### config.mk
export PLATFORM = sky130hd
export DESIGN_NAME = line_packet_receiver
export DESIGN_NICKNAME = d
export VERILOG_FILES = /design/src/rtl/line_link_pkg.sv /design/src/rtl/dibit_byte_assembler.sv /design/src/rtl/line_packet_receiver.sv
export SDC_FILE = /design/constraint.sdc
export NUM_CORES = 1
export LEC_CHECK = 0
export CAP_MARGIN = 20
export CORE_ASPECT_RATIO = 0.9
export CORE_MARGIN = 5
export CORE_UTILIZATION = 29
export CTS_BUF_LIST = sky130_fd_sc_hd__clkbuf_2
export DETAILED_ROUTE_END_ITERATION = 16
export GPL_TIMING_DRIVEN = 0
export PLACE_DENSITY = 0.58
export SLEW_MARGIN = 0
export SYNTH_ARGS = -nofsm -noshare
export SYNTH_HDL_FRONTEND = slang
export SYNTH_SLANG_ARGS = --single-unit
### constraint.sdc
create_clock -name clk -period 3 [get_ports clk]
set_clock_uncertainty 0.15 [all_clocks]
set_input_delay 0.75 -clock clk [delete_from_list [all_inputs] [get_ports clk]]
set_output_delay 0.75 -clock clk [all_outputs]
set_load 0.05 [all_outputs]
### src/rtl/line_link_pkg.sv
// Shared definitions for the FPGA1->FPGA2 2-bit line link, used by both the serializer and
// the receiver.
package line_link_pkg;

    localparam int unsigned ADDR_DIBITS             = 12;
    localparam int unsigned DIBITS_PER_BYTE         = 4;
    localparam int unsigned ADDR_BYTES              = ADDR_DIBITS / DIBITS_PER_BYTE;
    localparam int unsigned PIXELS_PER_LINE_DEFAULT = 320;

    typedef logic [2:0] link_state_t;

    localparam link_state_t ST_IDLE  = 3'd0;
    localparam link_state_t ST_ADDR  = 3'd1;
    localparam link_state_t ST_PIXEL = 3'd2;
    localparam link_state_t ST_AUDIO = 3'd3;
    localparam link_state_t ST_DRAIN = 3'd4;

endpackage

### src/rtl/dibit_byte_assembler.sv
// Collects LSB-first dibits into bytes; byte_o/byte_valid_o are combinational on the 4th dibit.
module dibit_byte_assembler
    import line_link_pkg::*;
(
    input  logic       clk_i,
    input  logic       rst_ni,
    input  logic       clear_i,
    input  logic       valid_i,
    input  logic [1:0] dibit_i,
    output logic [7:0] byte_o,
    output logic       byte_valid_o,
    output logic       pending_o
);

    localparam int unsigned CntW = $clog2(DIBITS_PER_BYTE);
    localparam int unsigned ShW  = 2 * (DIBITS_PER_BYTE - 1);

    logic [CntW-1:0] cnt_q, cnt_d, cnt_base;
    logic [ShW-1:0]  sh_q, sh_d;

    always_comb begin
        // clear restarts the byte while still accepting a dibit in the same cycle
        cnt_base     = clear_i ? '0 : cnt_q;
        cnt_d        = cnt_base;
        sh_d         = sh_q;
        byte_valid_o = 1'b0;
        byte_o       = {dibit_i, sh_q};
        if (valid_i) begin
            if (cnt_base == CntW'(DIBITS_PER_BYTE - 1)) begin
                byte_valid_o = 1'b1;
                cnt_d        = '0;
            end else begin
                sh_d  = {dibit_i, sh_q[ShW-1:2]};
                cnt_d = cnt_base + 1'b1;
            end
        end
    end

    assign pending_o = (cnt_q != '0);

    always_ff @(posedge clk_i) begin
        if (!rst_ni) begin
            cnt_q <= '0;
            sh_q  <= '0;
        end else begin
            cnt_q <= cnt_d;
            sh_q  <= sh_d;
        end
    end

endmodule

### src/rtl/line_packet_receiver.sv
// Receive side of the 2-bit line link: address + pixel (+ audio) frames into a BRAM write port.
// Define AUDIO_RX_EN to emit bytes following the pixel field on audio_valid/audio_data.
module line_packet_receiver
    import line_link_pkg::*;
#(
    parameter int unsigned PIXELS_PER_LINE = PIXELS_PER_LINE_DEFAULT,
    parameter int unsigned ADDR_W          = 17
) (
    input  logic              clk,
    input  logic              rst,
    input  logic              axiiv,
    input  logic [1:0]        axiid,
    output logic              pixel_wr_en,
    output logic [ADDR_W-1:0] pixel_wr_addr,
    output logic [7:0]        pixel_wr_data,
    output logic              line_done,
    output logic              frame_err,
    output logic              audio_valid,
    output logic [7:0]        audio_data
);

    localparam int unsigned PixCntW = $clog2(PIXELS_PER_LINE + 1);

    link_state_t        state_q, state_d;
    logic               prev_v_q;
    logic [ADDR_W-9:0]  addr_q, addr_d;
    logic [1:0]         addr_cnt_q, addr_cnt_d;
    logic [ADDR_W-1:0]  base_q, base_d;
    logic [PixCntW-1:0] pix_cnt_q, pix_cnt_d;
    logic               wr_en_q, wr_en_d;
    logic [ADDR_W-1:0]  wr_addr_q, wr_addr_d;
    logic [7:0]         wr_data_q, wr_data_d;
    logic               done_q, done_d;
    logic               err_q, err_d;
`ifdef AUDIO_RX_EN
    logic               audio_valid_q, audio_valid_d;
    logic [7:0]         audio_data_q, audio_data_d;
`endif

    logic              frame_start;
    logic              asm_clear;
    logic              asm_valid;
    logic              byte_valid;
    logic              pending;
    logic [7:0]        asm_byte;
    logic [ADDR_W-1:0] addr_next;

    assign frame_start = axiiv & ~prev_v_q;
    assign asm_clear   = (state_q == ST_IDLE);
    assign asm_valid   = axiiv & ((asm_clear & frame_start) |
                                  (state_q inside {ST_ADDR, ST_PIXEL, ST_AUDIO}));
    // Only the low ADDR_W bits of the 24-bit address survive the shift.
    assign addr_next   = {addr_q, asm_byte};

    dibit_byte_assembler u_assembler (
        .clk_i       (clk),
        .rst_ni      (rst),
        .clear_i     (asm_clear),
        .valid_i     (asm_valid),
        .dibit_i     (axiid),
        .byte_o      (asm_byte),
        .byte_valid_o(byte_valid),
        .pending_o   (pending)
    );

    always_comb begin
        state_d    = state_q;
        addr_d     = addr_q;
        addr_cnt_d = addr_cnt_q;
        base_d     = base_q;
        pix_cnt_d  = pix_cnt_q;
        wr_en_d    = 1'b0;
        wr_addr_d  = wr_addr_q;
        wr_data_d  = wr_data_q;
        done_d     = 1'b0;
        err_d      = 1'b0;
`ifdef AUDIO_RX_EN
        audio_valid_d = 1'b0;
        audio_data_d  = audio_data_q;
`endif

        if (state_q != ST_IDLE && !axiiv) begin
            state_d = ST_IDLE;
            if ((state_q == ST_AUDIO || state_q == ST_DRAIN) && !pending) begin
                done_d = 1'b1;
            end else begin
                err_d = 1'b1;
            end
        end else begin
            case (state_q)
                ST_IDLE: begin
                    if (frame_start) begin
                        state_d    = ST_ADDR;
                        addr_cnt_d = '0;
                        pix_cnt_d  = '0;
                    end
                end
                ST_ADDR: begin
                    if (byte_valid) begin
                        addr_d     = addr_next[ADDR_W-9:0];
                        addr_cnt_d = addr_cnt_q + 1'b1;
                        if (addr_cnt_q == 2'(ADDR_BYTES - 1)) begin
                            base_d  = addr_next;
                            state_d = ST_PIXEL;
                        end
                    end
                end
                ST_PIXEL: begin
                    if (byte_valid) begin
                        wr_en_d   = 1'b1;
                        wr_addr_d = base_q + ADDR_W'(pix_cnt_q);
                        wr_data_d = asm_byte;
                        pix_cnt_d = pix_cnt_q + 1'b1;
                        if (pix_cnt_q == PixCntW'(PIXELS_PER_LINE - 1)) begin
`ifdef AUDIO_RX_EN
                            state_d = ST_AUDIO;
`else
                            state_d = ST_DRAIN;
`endif
                        end
                    end
                end
`ifdef AUDIO_RX_EN
                ST_AUDIO: begin
                    if (byte_valid) begin
                        audio_valid_d = 1'b1;
                        audio_data_d  = asm_byte;
                    end
                end
`endif
                ST_DRAIN: begin
                end
                default: state_d = ST_IDLE;
            endcase
        end
    end

    always_ff @(posedge clk) begin
        if (!rst) begin
            state_q    <= ST_IDLE;
            prev_v_q   <= 1'b1;
            addr_q     <= '0;
            addr_cnt_q <= '0;
            base_q     <= '0;
            pix_cnt_q  <= '0;
            wr_en_q    <= 1'b0;
            wr_addr_q  <= '0;
            wr_data_q  <= '0;
            done_q     <= 1'b0;
            err_q      <= 1'b0;
`ifdef AUDIO_RX_EN
            audio_valid_q <= 1'b0;
            audio_data_q  <= '0;
`endif
        end else begin
            state_q    <= state_d;
            prev_v_q   <= axiiv;
            addr_q     <= addr_d;
            addr_cnt_q <= addr_cnt_d;
            base_q     <= base_d;
            pix_cnt_q  <= pix_cnt_d;
            wr_en_q    <= wr_en_d;
            wr_addr_q  <= wr_addr_d;
            wr_data_q  <= wr_data_d;
            done_q     <= done_d;
            err_q      <= err_d;
`ifdef AUDIO_RX_EN
            audio_valid_q <= audio_valid_d;
            audio_data_q  <= audio_data_d;
`endif
        end
    end

    assign pixel_wr_en   = wr_en_q;
    assign pixel_wr_addr = wr_addr_q;
    assign pixel_wr_data = wr_data_q;
    assign line_done     = done_q;
    assign frame_err     = err_q;
`ifdef AUDIO_RX_EN
    assign audio_valid   = audio_valid_q;
    assign audio_data    = audio_data_q;
`else
    assign audio_valid   = 1'b0;
    assign audio_data    = 8'h00;
`endif

endmodule

== Word-level counts from Yosys, hierarchy flattened ==
Cells that the tools add are included.

* Register bits after elaboration: 77
* Input bits: 5
* Word-level logic and storage cells: 80
* Output and inout port bits: 37

* Multiplexer cells: 20
* Reduce and logical (&&, ||, !) cells: 21
* Add/subtract/negate cells: 4
* Bitwise gates (word level): 10
* Eq/ne operators: 12

{| class="wikitable"
|+ Operator list
! kind !! count
|-
| 9-bit two-way mux || 2
|-
| 9-bit case mux with 2 select lines || 1
|-
| 17-bit by 9-bit adder with 17-bit output || 1
|-
| 3-bit two-way mux || 5
|-
| 3-bit case mux with 4 select lines || 1
|-
| 4-bit AND reduction || 3
|-
| 2-bit two-way mux || 5
|-
| 9-bit by 1-bit adder with 9-bit output (second input constant) || 1
|-
| 9-bit equality test (second input constant) || 1
|-
| 3-bit by 2-bit equality test with 1-bit output (second input constant) || 2
|-
| 2-bit != test (second input constant) || 3
|-
| 1-bit NOT || 6
|-
| 3-bit AND reduction || 2
|-
| 6-bit AND reduction || 1
|-
| 2-bit nonzero test || 3
|-
| 3-bit nonzero test || 2
|-
| 1-bit two-way mux || 5
|-
| 2-bit by 1-bit adder with 2-bit output (second input constant) || 2
|-
| 2-bit equality test (second input constant) || 2
|-
| 2-bit by 1-bit != test with 1-bit output (second input constant) || 2
|-
| 2-bit case mux with 2 select lines || 1
|-
| 2-bit AND reduction || 2
|-
| 1-bit AND || 3
|-
| 3-bit by 1-bit equality test with 1-bit output (second input constant) || 1
|-
| 8 further kinds || 10
|}

== Logic depth before layout (Yosys ltp) ==
* Depth after elaboration: 8
* Gate-level depth with buffers: 11
* Gate-level depth less buffers: 8

== Hierarchy ==
From an unflattened synthesis, not the netlist that was laid out.

* Cell total of the unflattened synthesis: 439
* Area total of the unflattened synthesis: 3848.7 µm²

{| class="wikitable"
|+ By module, submodules not included
! module !! area an instance (µm²) !! cells each !! times used
|-
| line_packet_receiver || 3475.8 || 402 || 1
|-
| dibit_byte_assembler || 372.9 || 37 || 1
|}

== Worst setup path after synthesis ==
No wires, ideal clock.

* Kind: reg2reg
* Start: register state_q[0]
* End: register wr_addr_q[13] (netlist: pixel_wr_addr[13])
* Stages on the path, launching flop included: 10
* Arrival time: 2.302 ns
* Path slack: 0.488 ns
* Cells stage by stage: dfxtp_1 > clkbuf_1 > clkbuf_1 > o31a_1 > ha_1 > nand2_1 > or3_4 > or3_1 > a21oi_1 > o311a_1

* Longest elaborated chain between the ends: 6
* Elaborated cells between the ends (all ways): 16
* Those cells by class: eq/ne (4); mux (3); bitwise (4); reduce/logical (5)

{| class="wikitable"
|+ Ends and longest elaborated chain
! element !! line !! text
|-
| from (decl) || line_packet_receiver.sv:24 || <nowiki>link_state_t state_q, state_d;</nowiki>
|-
| from (signal assigned) || line_packet_receiver.sv:156 || <nowiki>state_q <= state_d;</nowiki>
|-
| 3-bit by 1-bit equality test with 1-bit output, or another cell as far along || line_packet_receiver.sv:51 || <nowiki>(state_q inside {ST_ADDR, ST_PIXEL, ST_AUDIO}));</nowiki>
|-
| 3-bit nonzero test, or another cell as far along || line_packet_receiver.sv:51 ||
|-
| 1-bit bitwise OR or 2-bit equality test (tied branches) || line_packet_receiver.sv:50, dibit_byte_assembler.sv:29 ||
|-
| 1-bit AND or 1-bit two-way mux (tied branches) || line_packet_receiver.sv:50, dibit_byte_assembler.sv:29 ||
|-
| 1-bit two-way mux || dibit_byte_assembler.sv:28 || <nowiki>if (valid_i) begin</nowiki>
|-
| 3-bit AND reduction (no source line) (*) || n/a ||
|-
| to (signal assigned) || line_packet_receiver.sv:163 || <nowiki>wr_addr_q <= wr_addr_d;</nowiki>
|-
| to (decl) || line_packet_receiver.sv:31 || <nowiki>logic [ADDR_W-1:0] wr_addr_q, wr_addr_d;</nowiki>
|}

Every way passes the cells marked *; elsewhere a longest branch is shown, timed or not.
A chain may end at the register's enable or synchronous reset.

== Final worst setup path ==
* Start: register state_q[0]
* End: register base_q[4]

* Longest elaborated chain between the ends: 6
* Elaborated cells between the ends (all ways): 16
* Those cells by class: eq/ne (4); mux (3); bitwise (4); reduce/logical (5)

{| class="wikitable"
|+ Ends and longest elaborated chain
! element !! line !! text
|-
| 3-bit by 1-bit equality test with 1-bit output, or another cell as far along || line_packet_receiver.sv:51, line_packet_receiver.sv:90 ||
|-
| 3-bit nonzero test, or another cell as far along || line_packet_receiver.sv:51 ||
|-
| 1-bit bitwise OR or 2-bit equality test (tied branches) || line_packet_receiver.sv:50, dibit_byte_assembler.sv:29 ||
|-
| 1-bit AND or 1-bit two-way mux (tied branches) || line_packet_receiver.sv:50, dibit_byte_assembler.sv:29 ||
|-
| 1-bit two-way mux || dibit_byte_assembler.sv:28 ||
|-
| 4-bit AND reduction (no source line) (*) || n/a ||
|-
| to (signal assigned) || line_packet_receiver.sv:160 || <nowiki>base_q <= base_d;</nowiki>
|-
| to (decl) || line_packet_receiver.sv:28 || <nowiki>logic [ADDR_W-1:0] base_q, base_d;</nowiki>
|}

Marked as above.

==> impl_summary.md <==
Run status
The flow ran to the end, and the final reports show no timing, DRC or antenna violations.

Floorplanning
The number of placement rows is 38. The number of ports placed on the die boundary is 42. The full die area is 15,000 sq um. The die is 117 um tall.

The floorplan step set the die width to 128 um. The floorplan step defined a core boundary enclosing 12,200 sq um. The starting density of the core is 29.9%.

Clocking
Clock tree synthesis inserted a total of 9 buffers. The maximum clock insertion buffer count is 2. Clock-pin slew was measured on the worst setup and hold paths at 0.22 ns. The TritonCTS clock tree is yes.

The clock reaches the later pin of the worst-skew pair after 0.54 ns. The H-tree was split into 3 levels. The tree is rooted in a sky130_fd_sc_hd__clkbuf_2. After clock tree synthesis, the setup repair step added 0 buffers.

The clock sink total is 77.

Placement
At the end of routability-driven placement, the weighted congestion stood at 0.871. After legalization and detailed placement, the total HPWL measured 6970 um. OpenSTA, run right after detailed placement, puts the worst setup slack at -0.0633 ns. Input and output buffers added on the ports amount to 32.

Setup path
STA puts the critical path data arrival time at 3.06 ns. The worst reg-to-reg setup slack is 0.28 ns. The critical path launch point type is a flop. In this run the worst path has a maximum fanout of 10. STA puts the critical path data required time at 3.34 ns. The worst setup path is captured at a flop.

The type of the worst setup path is reg2reg.

Pwr
The analysis attributes to cell leakage a power of 1.58 nW. The design draws 1.77 mW. The power density over the cells is 406 nW/um^2. VDD sags by at most 214 uV.

STA
The hold violation total from the final report is 0. The setup slack of the critical path after layout is 0.282 ns. The slew at the pin closest to its max-slew limit is 0.663 ns. The final clock period utilization by the worst path is 90.6%. The final critical-path required period is 2.72 ns.

Setup repair after global routing left no endpoint under its margin. Setup violations remaining at the end of the flow were counted as 0. Headroom to the max-slew limit came out at 55.5%.

The number of pins exceeding their max-slew limit in the final report came to 0. Based on the critical path, the design can be clocked at up to 0.368 GHz.

GRT
Entering global routing, the biggest net connects 13 pins. The first global-routing pass estimated 15,200 um of wire. The initial antenna violation count is 0. The overall track demand over capacity in global routing is 12.9%. For this run the aggregate overflow at the end of global routing stands at 0. The via count of the first global-routing pass came to 2,945.

Synthesis
After synthesis the netlist holds a flip-flop and latch count of 77. The instance count of the mapped netlist is 435. By area the synthesized netlist is led by sky130_fd_sc_hd__dfxtp_1, sky130_fd_sc_hd__nand2_1, sky130_fd_sc_hd__a21oi_1. The share of async-settable or async-resettable flops after synthesis is 0%.

The combined area of all synthesized cells is 3650 sq um. The largest total area in the synthesized netlist belongs to sky130_fd_sc_hd__dfxtp_1. The number of synthesized flops with an enable pin is 0. In this run the mean area of a mapped cell was 8.40 sq um. The Yosys warning count is 0. The synthesized netlist contains 56 unique library cells. For this run, the register share of the synthesized area comes to 42.2%. By count the netlist is led by sky130_fd_sc_hd__dfxtp_1, sky130_fd_sc_hd__nand2_1, sky130_fd_sc_hd__a21oi_1, sky130_fd_sc_hd__nor2_1, sky130_fd_sc_hd__mux2i_1.

The most common cell in the synthesized netlist is sky130_fd_sc_hd__dfxtp_1. The portion of synthesized cell area occupied by the leading cell type is 42.2%. In the synthesized netlist the dominant register cell turns out to be sky130_fd_sc_hd__dfxtp_1.

Run
The number of max-cap violations is 0.

Drt
The detailed router placed 3,157 vias in this run. The first detailed-routing pass ran for 4 iterations. In the final routed layout, each cell accounts on average for 14.3 um. After detailed routing, the number of vias per cell comes to 4.85. The DRC violation total after the first TritonRoute iteration is 220.

The final wirelength is 9310 um. In the routed design, unresolved DRC markers number 0. In this run the remaining antenna-violating nets after routing total 0.

Finish
Measured on the finished design, the core utilization comes to 35.6%. Fill cells in the final layout number 1,261. Compared with the post-synthesis result, the final layout area differs by 18.9%. The number of antenna diodes in the final layout is 0. The net count of the finished layout is 504. In the final layout, the share of cells above drive strength 1 is 9.57%.

Min path
The worst hold path belongs to the class reg2reg.
## path summary, 6_finish.rpt
path | start | end | depth (start not counted)
worst min-delay path | addr_q[3] | base_q[11] | 2
worst max-delay path | state_q[0] | base_q[4] | 8
worst max register to register | state_q[0] | base_q[4] | 8
worst min register to register | addr_q[3] | base_q[11] | 2
## state kept, by name, summed over array words and instances (netlist names)
signal             flops
u_assembler.sh_q       6
base_q                17
line_done              1
u_assembler.cnt_q      2
pix_cnt_q              9
pixel_wr_en            1
frame_err              1
addr_q                 9
addr_cnt_q             2
pixel_wr_addr         17
prev_v_q               1
state_q                3
pixel_wr_data          8
## cell type report
cell class              count  area, sq um  area share, %
plain buffers              30          165           3.80
clock buffers              12         60.1           1.38
clock inverters             4         72.6           1.67
inverters                  10         37.5          0.864
multi-input cells         325         1940           44.7
flip-flops and latches     77         1540           35.5
well taps                 160          200           4.61
repair buffers             33          325           7.48
## logic make-up after synthesis
| kind of cell | Yosys count | synth area share (%) |
|---|---|---|
| AO/OA/AOI/OAI | 102 | 17.8 |
| XOR/XNOR | 10 | 2.40 |
| adder cells (fa/ha/maj) | 13 | 4.66 |
| buffers and inverters | 41 | 5.61 |
| flip-flops | 77 | 42.2 |
| multiplexers | 16 | 4.42 |
| other | 1 | 0.103 |
| AND/OR/NAND/NOR | 175 | 22.8 |
## per-stage QoR
step                      hold slack, ns  std cells  instance area [sq um]  TNS (ns)
after floorplan                    0.281        443                   3680         0
after global placement             0.292        635                   4210  -0.00494
after detailed placement           0.296        635                   4210    -0.163
after CTS                          0.318        651                   4340         0
after global routing               0.333        651                   4350         0
final                              0.308        651                   4350         0
## worst max-delay path, stage by stage, from the launching register on
cell and delay (ns):
sky130_fd_sc_hd__dfxtp_2 0.46, sky130_fd_sc_hd__clkbuf_2 0.24, sky130_fd_sc_hd__o31a_1 0.16, sky130_fd_sc_hd__ha_1 0.32, sky130_fd_sc_hd__nand4b_1 0.28, sky130_fd_sc_hd__nor3_2 0.46, sky130_fd_sc_hd__buf_2 0.32, sky130_fd_sc_hd__nand2_1 0.13
sky130_fd_sc_hd__a21oi_1 0.15
## layer usage
layer | part of all wire, % | track usage [%]
met1 | 49 | 18.2
met2 | 43 | 19.2
met3 | 6.7 | 3.66
met4 | 1.2 | 3.54
met5 | 0 | 0
## placed cells by master (no fill, tap or decap), types with 3 or more instances in the layout
cell type and instances:
sky130_fd_sc_hd__buf_4 9, sky130_fd_sc_hd__clkdlybuf4s50_1 32, sky130_fd_sc_hd__nand4_1 8, sky130_fd_sc_hd__o21ai_0 14, sky130_fd_sc_hd__a21o_1 4, sky130_fd_sc_hd__nand2_1 72, sky130_fd_sc_hd__buf_2 8, sky130_fd_sc_hd__mux2i_1 15
sky130_fd_sc_hd__xnor2_1 4, sky130_fd_sc_hd__inv_1 10, sky130_fd_sc_hd__nor3_1 8, sky130_fd_sc_hd__dfxtp_1 76, sky130_fd_sc_hd__and4_1 3, sky130_fd_sc_hd__a21oi_1 43, sky130_fd_sc_hd__nor2_1 36, sky130_fd_sc_hd__nor2b_1 4
sky130_fd_sc_hd__clkbuf_1 9, sky130_fd_sc_hd__and2_1 8, sky130_fd_sc_hd__and3_1 5, sky130_fd_sc_hd__a211oi_1 7, sky130_fd_sc_hd__a2111oi_0 4, sky130_fd_sc_hd__clkbuf_2 14, sky130_fd_sc_hd__xor2_1 6, sky130_fd_sc_hd__a211o_1 3
sky130_fd_sc_hd__a31oi_1 3, sky130_fd_sc_hd__nand3_1 13, sky130_fd_sc_hd__ha_1 12, sky130_fd_sc_hd__conb_1 9, sky130_fd_sc_hd__a22oi_1 5
## repair_timing
action                                  4_1_cts  5_1_grt
gates resized for setup                       2        1
hold buffers                                  0        0
endpoints found under the setup margin       21       40
## power breakdown
group / internal, mW / switching (mW) / leakage (nW)
registers: 1.03 / 0.00484 / 0.621
clock network: 0.286 / 0.360 / 0.0838
logic: 0.0246 / 0.0628 / 0.871
(Power assumes the default switching activity.)
